`config.mk`:
```
export PLATFORM = sky130hd
export DESIGN_NAME = axi_iw_remap_table
export DESIGN_NICKNAME = d
export VERILOG_FILES = /design/src/rtl/axi_iw_remap_table.sv
export SDC_FILE = /design/constraint.sdc
export NUM_CORES = 1
export LEC_CHECK = 0
export CORE_MARGIN = 5
export CORE_UTILIZATION = 55
export DETAILED_ROUTE_END_ITERATION = 10
export GPL_TIMING_DRIVEN = 0
export PLACE_DENSITY = 0.77
export SYNTH_ARGS = -nofsm -noshare
export SYNTH_HDL_FRONTEND = slang
export SYNTH_SLANG_ARGS = --single-unit
```
`constraint.sdc`:
```
create_clock -name clk_i -period 6.1 [get_ports clk_i]
set_clock_uncertainty 0.05 [all_clocks]
set_input_delay 1.22 -clock clk_i [delete_from_list [all_inputs] [get_ports clk_i]]
set_output_delay 1.22 -clock clk_i [all_outputs]
set_load 0.02 [all_outputs]
```
`src/rtl/axi_iw_remap_table.sv`:
```
// ID remap table for AXI ID-width reduction.
// Allocates narrow master IDs per wide slave ID and counts outstanding txns.
`timescale 1ns/1ps
module axi_iw_remap_table #(
  parameter int SlvIdWidth   = 8,
  parameter int MstIdWidth   = 2,
  parameter int MaxUniqIds   = 4,
  parameter int MaxTxnsPerId = 4
) (
  input  logic                  clk_i,
  input  logic                  rst_i,
  input  logic                  req_valid_i,
  input  logic [SlvIdWidth-1:0] req_slv_id_i,
  output logic                  req_ready_o,
  output logic [MstIdWidth-1:0] req_mst_id_o,
  input  logic                  rsp_valid_i,
  input  logic                  rsp_ready_i,
  input  logic                  rsp_last_i,
  input  logic [MstIdWidth-1:0] rsp_mst_id_i,
  output logic [SlvIdWidth-1:0] rsp_slv_id_o,
  output logic                  full_o,
  output logic                  empty_o
);

  localparam int CntW = $clog2(MaxTxnsPerId + 1);
  localparam logic [CntW-1:0] MaxCnt = CntW'(MaxTxnsPerId);

  logic [MaxUniqIds-1:0] vld_q;
  logic [SlvIdWidth-1:0] slv_id_q [MaxUniqIds];
  logic [CntW-1:0]       cnt_q    [MaxUniqIds];

  logic                  hit;
  logic [MstIdWidth-1:0] hit_idx;
  logic [CntW-1:0]       hit_cnt;
  logic                  free;
  logic [MstIdWidth-1:0] free_idx;

  logic                  rsp_vld;
  logic [CntW-1:0]       rsp_cnt;
  logic [SlvIdWidth-1:0] rsp_slv;

  logic                  push;
  logic                  pop;
  logic                  pop_legal;
  logic [MaxUniqIds-1:0] push_sel;
  logic [MaxUniqIds-1:0] pop_sel;

  // Scan high to low so the lowest matching index wins.
  always_comb begin
    hit      = 1'b0;
    hit_idx  = '0;
    hit_cnt  = '0;
    free     = 1'b0;
    free_idx = '0;
    for (int i = MaxUniqIds - 1; i >= 0; i--) begin
      if (!vld_q[i]) begin
        free     = 1'b1;
        free_idx = MstIdWidth'(i);
      end
      if (vld_q[i] && slv_id_q[i] == req_slv_id_i) begin
        hit     = 1'b1;
        hit_idx = MstIdWidth'(i);
        hit_cnt = cnt_q[i];
      end
    end
  end

  // Out-of-range master IDs read as an empty entry.
  always_comb begin
    rsp_vld = 1'b0;
    rsp_cnt = '0;
    rsp_slv = '0;
    for (int i = 0; i < MaxUniqIds; i++) begin
      if (rsp_mst_id_i == MstIdWidth'(i)) begin
        rsp_vld = vld_q[i];
        rsp_cnt = cnt_q[i];
        rsp_slv = slv_id_q[i];
      end
    end
  end

  assign req_ready_o  = hit ? (hit_cnt < MaxCnt) : free;
  assign req_mst_id_o = hit ? hit_idx : free_idx;
  assign rsp_slv_id_o = rsp_slv;
  assign full_o       = &vld_q;
  assign empty_o      = ~|vld_q;

  assign push      = req_valid_i && req_ready_o;
  assign pop       = rsp_valid_i && rsp_ready_i && rsp_last_i;
  assign pop_legal = rsp_vld && (rsp_cnt != '0);

  always_comb begin
    push_sel = '0;
    pop_sel  = '0;
    for (int i = 0; i < MaxUniqIds; i++) begin
      push_sel[i] = push && (req_mst_id_o == MstIdWidth'(i));
      pop_sel[i]  = pop && pop_legal &&
                    (rsp_mst_id_i == MstIdWidth'(i));
    end
  end

  // Push and pop on the same entry cancel out; entry stays allocated.
  always_ff @(posedge clk_i or posedge rst_i) begin
    if (rst_i) begin
      vld_q <= '0;
      for (int i = 0; i < MaxUniqIds; i++) begin
        slv_id_q[i] <= '0;
        cnt_q[i]    <= '0;
      end
    end else begin
      for (int i = 0; i < MaxUniqIds; i++) begin
        if (push_sel[i] && !pop_sel[i]) begin
          if (vld_q[i]) begin
            cnt_q[i] <= cnt_q[i] + CntW'(1);
          end else begin
            vld_q[i]    <= 1'b1;
            slv_id_q[i] <= req_slv_id_i;
            cnt_q[i]    <= CntW'(1);
          end
        end else if (pop_sel[i] && !push_sel[i]) begin
          cnt_q[i] <= cnt_q[i] - CntW'(1);
          if (cnt_q[i] == CntW'(1)) begin
            vld_q[i] <= 1'b0;
          end
        end
      end
    end
  end

  a_pop_legal : assert property (
    @(posedge clk_i) disable iff (rst_i)
    pop |-> pop_legal
  );

  a_req_stable : assert property (
    @(posedge clk_i) disable iff (rst_i)
    (req_valid_i && !req_ready_o) |=>
      (req_valid_i && $stable(req_slv_id_i))
  );

endmodule

```
After elaboration in Yosys (flattened, before gate mapping)
Cells that the tools add are included.

Register bits: 48. Input port bits: 16. Output and inout port bits: 13.

$add $sub $neg: 8. Magnitude comparators: 1. Eq/ne operators: 14. Mux-type cells: 58. Bitwise logic cells: 4. Reduce and logical (&&, ||, !) cells: 55.

Operator list (number): $mux W3 (20); $eq A8 B8 Y1 (4); $mux W8 (4); $logic_and A1 B1 Y1 (25); $mux W1 (25); $mux W2 (9); $reduce_and A2 Y1 (8); $reduce_bool A2 Y1 (8); $add A3 B1 Y3 const B (4); $eq A3 B1 Y1 const B (4); $sub A3 B1 Y3 const B (4); $logic_not A1 Y1 (9); $eq A2 B2 Y1 const B (4); $eq A2 B1 Y1 const B (2); $logic_not A2 Y1 (2); $not A1 Y1 (4); $reduce_and A4 Y1 (1); $reduce_or A4 Y1 (1); $lt A3 B3 Y1 const B (1); $reduce_bool A3 Y1 (1).

Depth between registers and ports, before layout
Gate-level depths: netlist of run 1.

Depth in word-level cells: 14. Mapped depth: 13. Gate-level depth less buffers: 11.

Least setup slack after synthesis of run 1
OpenSTA, ideal clock, no wires.

Kind: input to output. Start: input req_slv_id_i[5]. End: output req_ready_o. Data arrival time: 2.678 ns. Data required time: 4.830 ns. Slack: 2.152 ns. Stages: 7. Cells stage by stage: buf_4 xnor2_2 nand4_1 or3_4 a31oi_1 a211oi_2 a211oi_2.

Longest elaborated chain between the ends: 8. Elaborated cells on any way between the ends: 18.

Ends and longest elaborated chain: start, declared (line 13) `input logic [SlvIdWidth-1:0] req_slv_id_i,`; $eq A8 B8 Y1 (line 60) `if (vld_q[i] && slv_id_q[i] == req_slv_id_i) begin`; $logic_and A1 B1 Y1 (line 60); $mux W3 (4 in a row) (line 60); $lt A3 B3 Y1 (line 82) `assign req_ready_o = hit ? (hit_cnt < MaxCnt) : free;`; $mux W1 * (line 82); end, declared (line 14) `output logic req_ready_o,`.

Mark *: on every way between the ends. The rest lies on a longest branch, timed or not.

Worst setup path in the final report of run 1
Start: input rsp_mst_id_i[0]. End: output rsp_slv_id_o[5].

Longest elaborated chain between the ends: 5. Elaborated cells on any way between the ends: 8.

Ends and longest elaborated chain: start, declared (line 19) `input logic [MstIdWidth-1:0] rsp_mst_id_i,`; $logic_not A2 Y1 (line 74) `if (rsp_mst_id_i == MstIdWidth'(i)) begin`; $mux W8 (3 in a row) (line 74); $mux W8 * (line 74); end, declared (line 20) `output logic [SlvIdWidth-1:0] rsp_slv_id_o,`.

Marked as above.

==> flow_summary.toml, run 1 <==
[setup_path]
reg2regPathDepth = 10
startpoint = "rsp_mst_id_i[0]"
arrival_ps = 3530
r2r_start = "slv_id_q[8]$_DFFE_PP0P_"
cp.required_ps = 4830
crit_path_end_kind = "primary output"
crit_path_start_kind = "primary input"
crit_fanout = 10
path_class = "in -> out"

[floorplanning]
io_pins = 29
core_area_sq_um = 5570
placementRows = 27
initial_core_util_pct = 57.0
die-area_sq_um = 7390
die_y_microns = 86.0
die_x_microns = 86.0

[run_status]
status = "completed"

[clock_tree]
htree_levels = 2
cts_hold_repair.buffers = 0
numCtsBuffers = 5
cts.reportedPaths.clkPinSlew_ps = 90
post_cts_resized = 0
root_buffer = "clkbuf_8"
clk_latency_ps = 300
cts_buffer_depth = 2
cts_setup_buffers = 0
cts.sinks = 48
cts_tree = "yes"

[timing]
setup_viol_count_final = 0
rsz0062_at_grt = "no"
period_share_pct = 78.8
min_period_ps = 4800
hold_violations = 0
drv_slew = 0
worst_slew_pin_slew_ps = 927
max_slew_margin_pct = 38.0
max_freq_ghz = 0.208
tns_ps = 0

[grt]
use_met3_pct = 3.75
grt_max_degree = 36
grt_use_total_pct = 18.5
antenna_found_initial = 0
grt_use_met1_pct = 23.4
grt-busiest-layer = "met2"
first_global_vias = 2328
grt_overflow_total = 0
grt_first_pass_wirelength_microns = 10900
met2_usage_pct = 31.6

[yosys]
ys_types = 41
synth_seq_cells = 48
synth_edf_count = 0
synth_cells = 300
netlist_area_sq_um = 3180
ys.flop_type = "dfrtp_1"
avgSynthCellArea_sq_um = 10.6
syn_nets = 332
synthArstFlopShare_pct = 100
yosysSeqAreaShare_pct = 37.8
ys.warnings.count = 0

[power]
powerDensity_nw_per_um2 = 463
p_leak_nw = 1.47
ir_drop_mv = 0.262

[drt]
wirelength_microns = 6330
wl_per_cell_microns = 15.8
detailroute.via_count = 2307
first_pass_iters = 4
ant_nets = 0
first_iter_violations = 102
vias_per_cell = 5.77
drc = 0

[hold_path]
hp-class = "reg -> reg"
hp-start = "cnt_q[8]$_DFFE_PP0P_"
hold_depth = 1

[placed_design]
hpwl_microns = 4750
portBuffers = 19
gp_congestion = 0.805

[final_layout]
layout_common_cells = "48 x dfrtp_1, 32 x mux2_2, 28 x xnor2_1"
nets = 359
final_common_cell = "dfrtp_1"
area_growth_syn_to_layout_pct = 13.0
post-route-util_pct = 64.4
drive_above_1_share_pct = 22.0
diodes = 0

[flow_run]
drv_cap = 0
## cell families (layout without fill, tap and decap cells)
| logic type | after synthesis | in the layout | synth area share [%] |
|---|---|---|---|
| adder cells (fa/ha/maj) | 16 | 16 | 6.30 |
| XOR/XNOR | 32 | 32 | 9.77 |
| multiplexers | 40 | 40 | 17.0 |
| buffers and inverters | 35 | 63 | 5.91 |
| AND/OR/NAND/NOR | 89 | 89 | 15.2 |
| AO/OA/AOI/OAI | 40 | 40 | 7.96 |
| flip-flops | 48 | 48 | 37.8 |
## routing by layer
metal  share of wire (%)  wire length (microns)
met1                  45                   2830
met2                  50                   3160
met3                 4.3                    275
met4                0.98                     62
met5                   0                      0
## flip-flops by register name (all words and copies together), names as in the netlist
register and flops:
cnt_q 12, vld_q 4, slv_id_q 32
## where the power goes
group | total, mW | internal (mW) | switching [mW]
sequential | 0.611 | 0.469 | 0.142
clock | 0.233 | 0.121 | 0.112
combinational | 0.818 | 0.421 | 0.396
## synth_stat cells, drive strengths merged, types with 8 or more instances
library cell,n,area share [%]
nand2,19,2.2
a21oi,14,2.2
nor2,20,2.4
nand3,10,1.7
o31ai,9,2.1
ha,16,6.3
clkbuf,10,1.2
mux4,8,5.7
buf,9,2.8
xnor2,32,9.8
inv,16,1.9
dfrtp,48,38
o21ai,8,1.3
mux2,32,11
nor3,11,2.4
## worst max-delay path, cell delays in order
cell and delay [ps]:
clkdlybuf4s50_1 550, buf_1 590, mux4_2 600, clkdlybuf4s50_1 560
## metrics by stage
step	total power [mW]	instance area [sq um]	hold WS [ps]	worst slack [ps]	instances
after CTS	1.68	3590	472	1260	400
final	1.66	3590	477	1300	400
after detailed placement	1.44	3480	457	1270	392
after global routing	1.80	3590	522	1140	400
after floorplan	1.21	3180	425	2150	300
after global placement	1.41	3460	454	1280	391
## layout make-up
class                           count  area, sq um
Tap cell                           72         90.1
Buffer                             19          128
Inverter                           16         60.1
Multi-Input combinational cell    217         1790
Sequential cell                    48         1200
Clock buffer                        5         68.8
Clock inverter                      3         42.5
Fill cell                         459         1990
Timing Repair Buffer               20          210
## path summary, 6_finish.rpt
kind | to | slack, ps
setup / recovery | rsp_slv_id_o[5] | 1300
hold / removal | cnt_q[8]$_DFFE_PP0P_ | 480
setup reg to reg | slv_id_q[7]$_DFFE_PP0P_ | 2610
hold reg to reg | cnt_q[8]$_DFFE_PP0P_ | 480
max in group asynchronous | slv_id_q[14]$_DFFE_PP0P_ | 4350
min in group asynchronous | cnt_q[1]$_DFFE_PP0P_ | 1150
(Power assumes the default switching activity.)
==> inputs of run 2 (changes only) <==
==> constraint.sdc (replaced) <==
create_clock -name clk_i -period 4.7 [get_ports clk_i]
set_clock_uncertainty 0.05 [all_clocks]
set_input_delay 0.94 -clock clk_i [delete_from_list [all_inputs] [get_ports clk_i]]
set_output_delay 0.94 -clock clk_i [all_outputs]
set_load 0.02 [all_outputs]
==> results of run 2 <==
Same layout as run 1 (identical final DEF). Status: completed.
Among the figures that moved: setup slack after placement 1270 ps -> 433 ps; setup slack after layout 1300 ps -> 456 ps; register-to-register setup slack 2610 ps -> 1210 ps; total power 1.66 mW -> 2.16 mW; worst IR drop on VDD 0.262 mV -> 0.340 mV
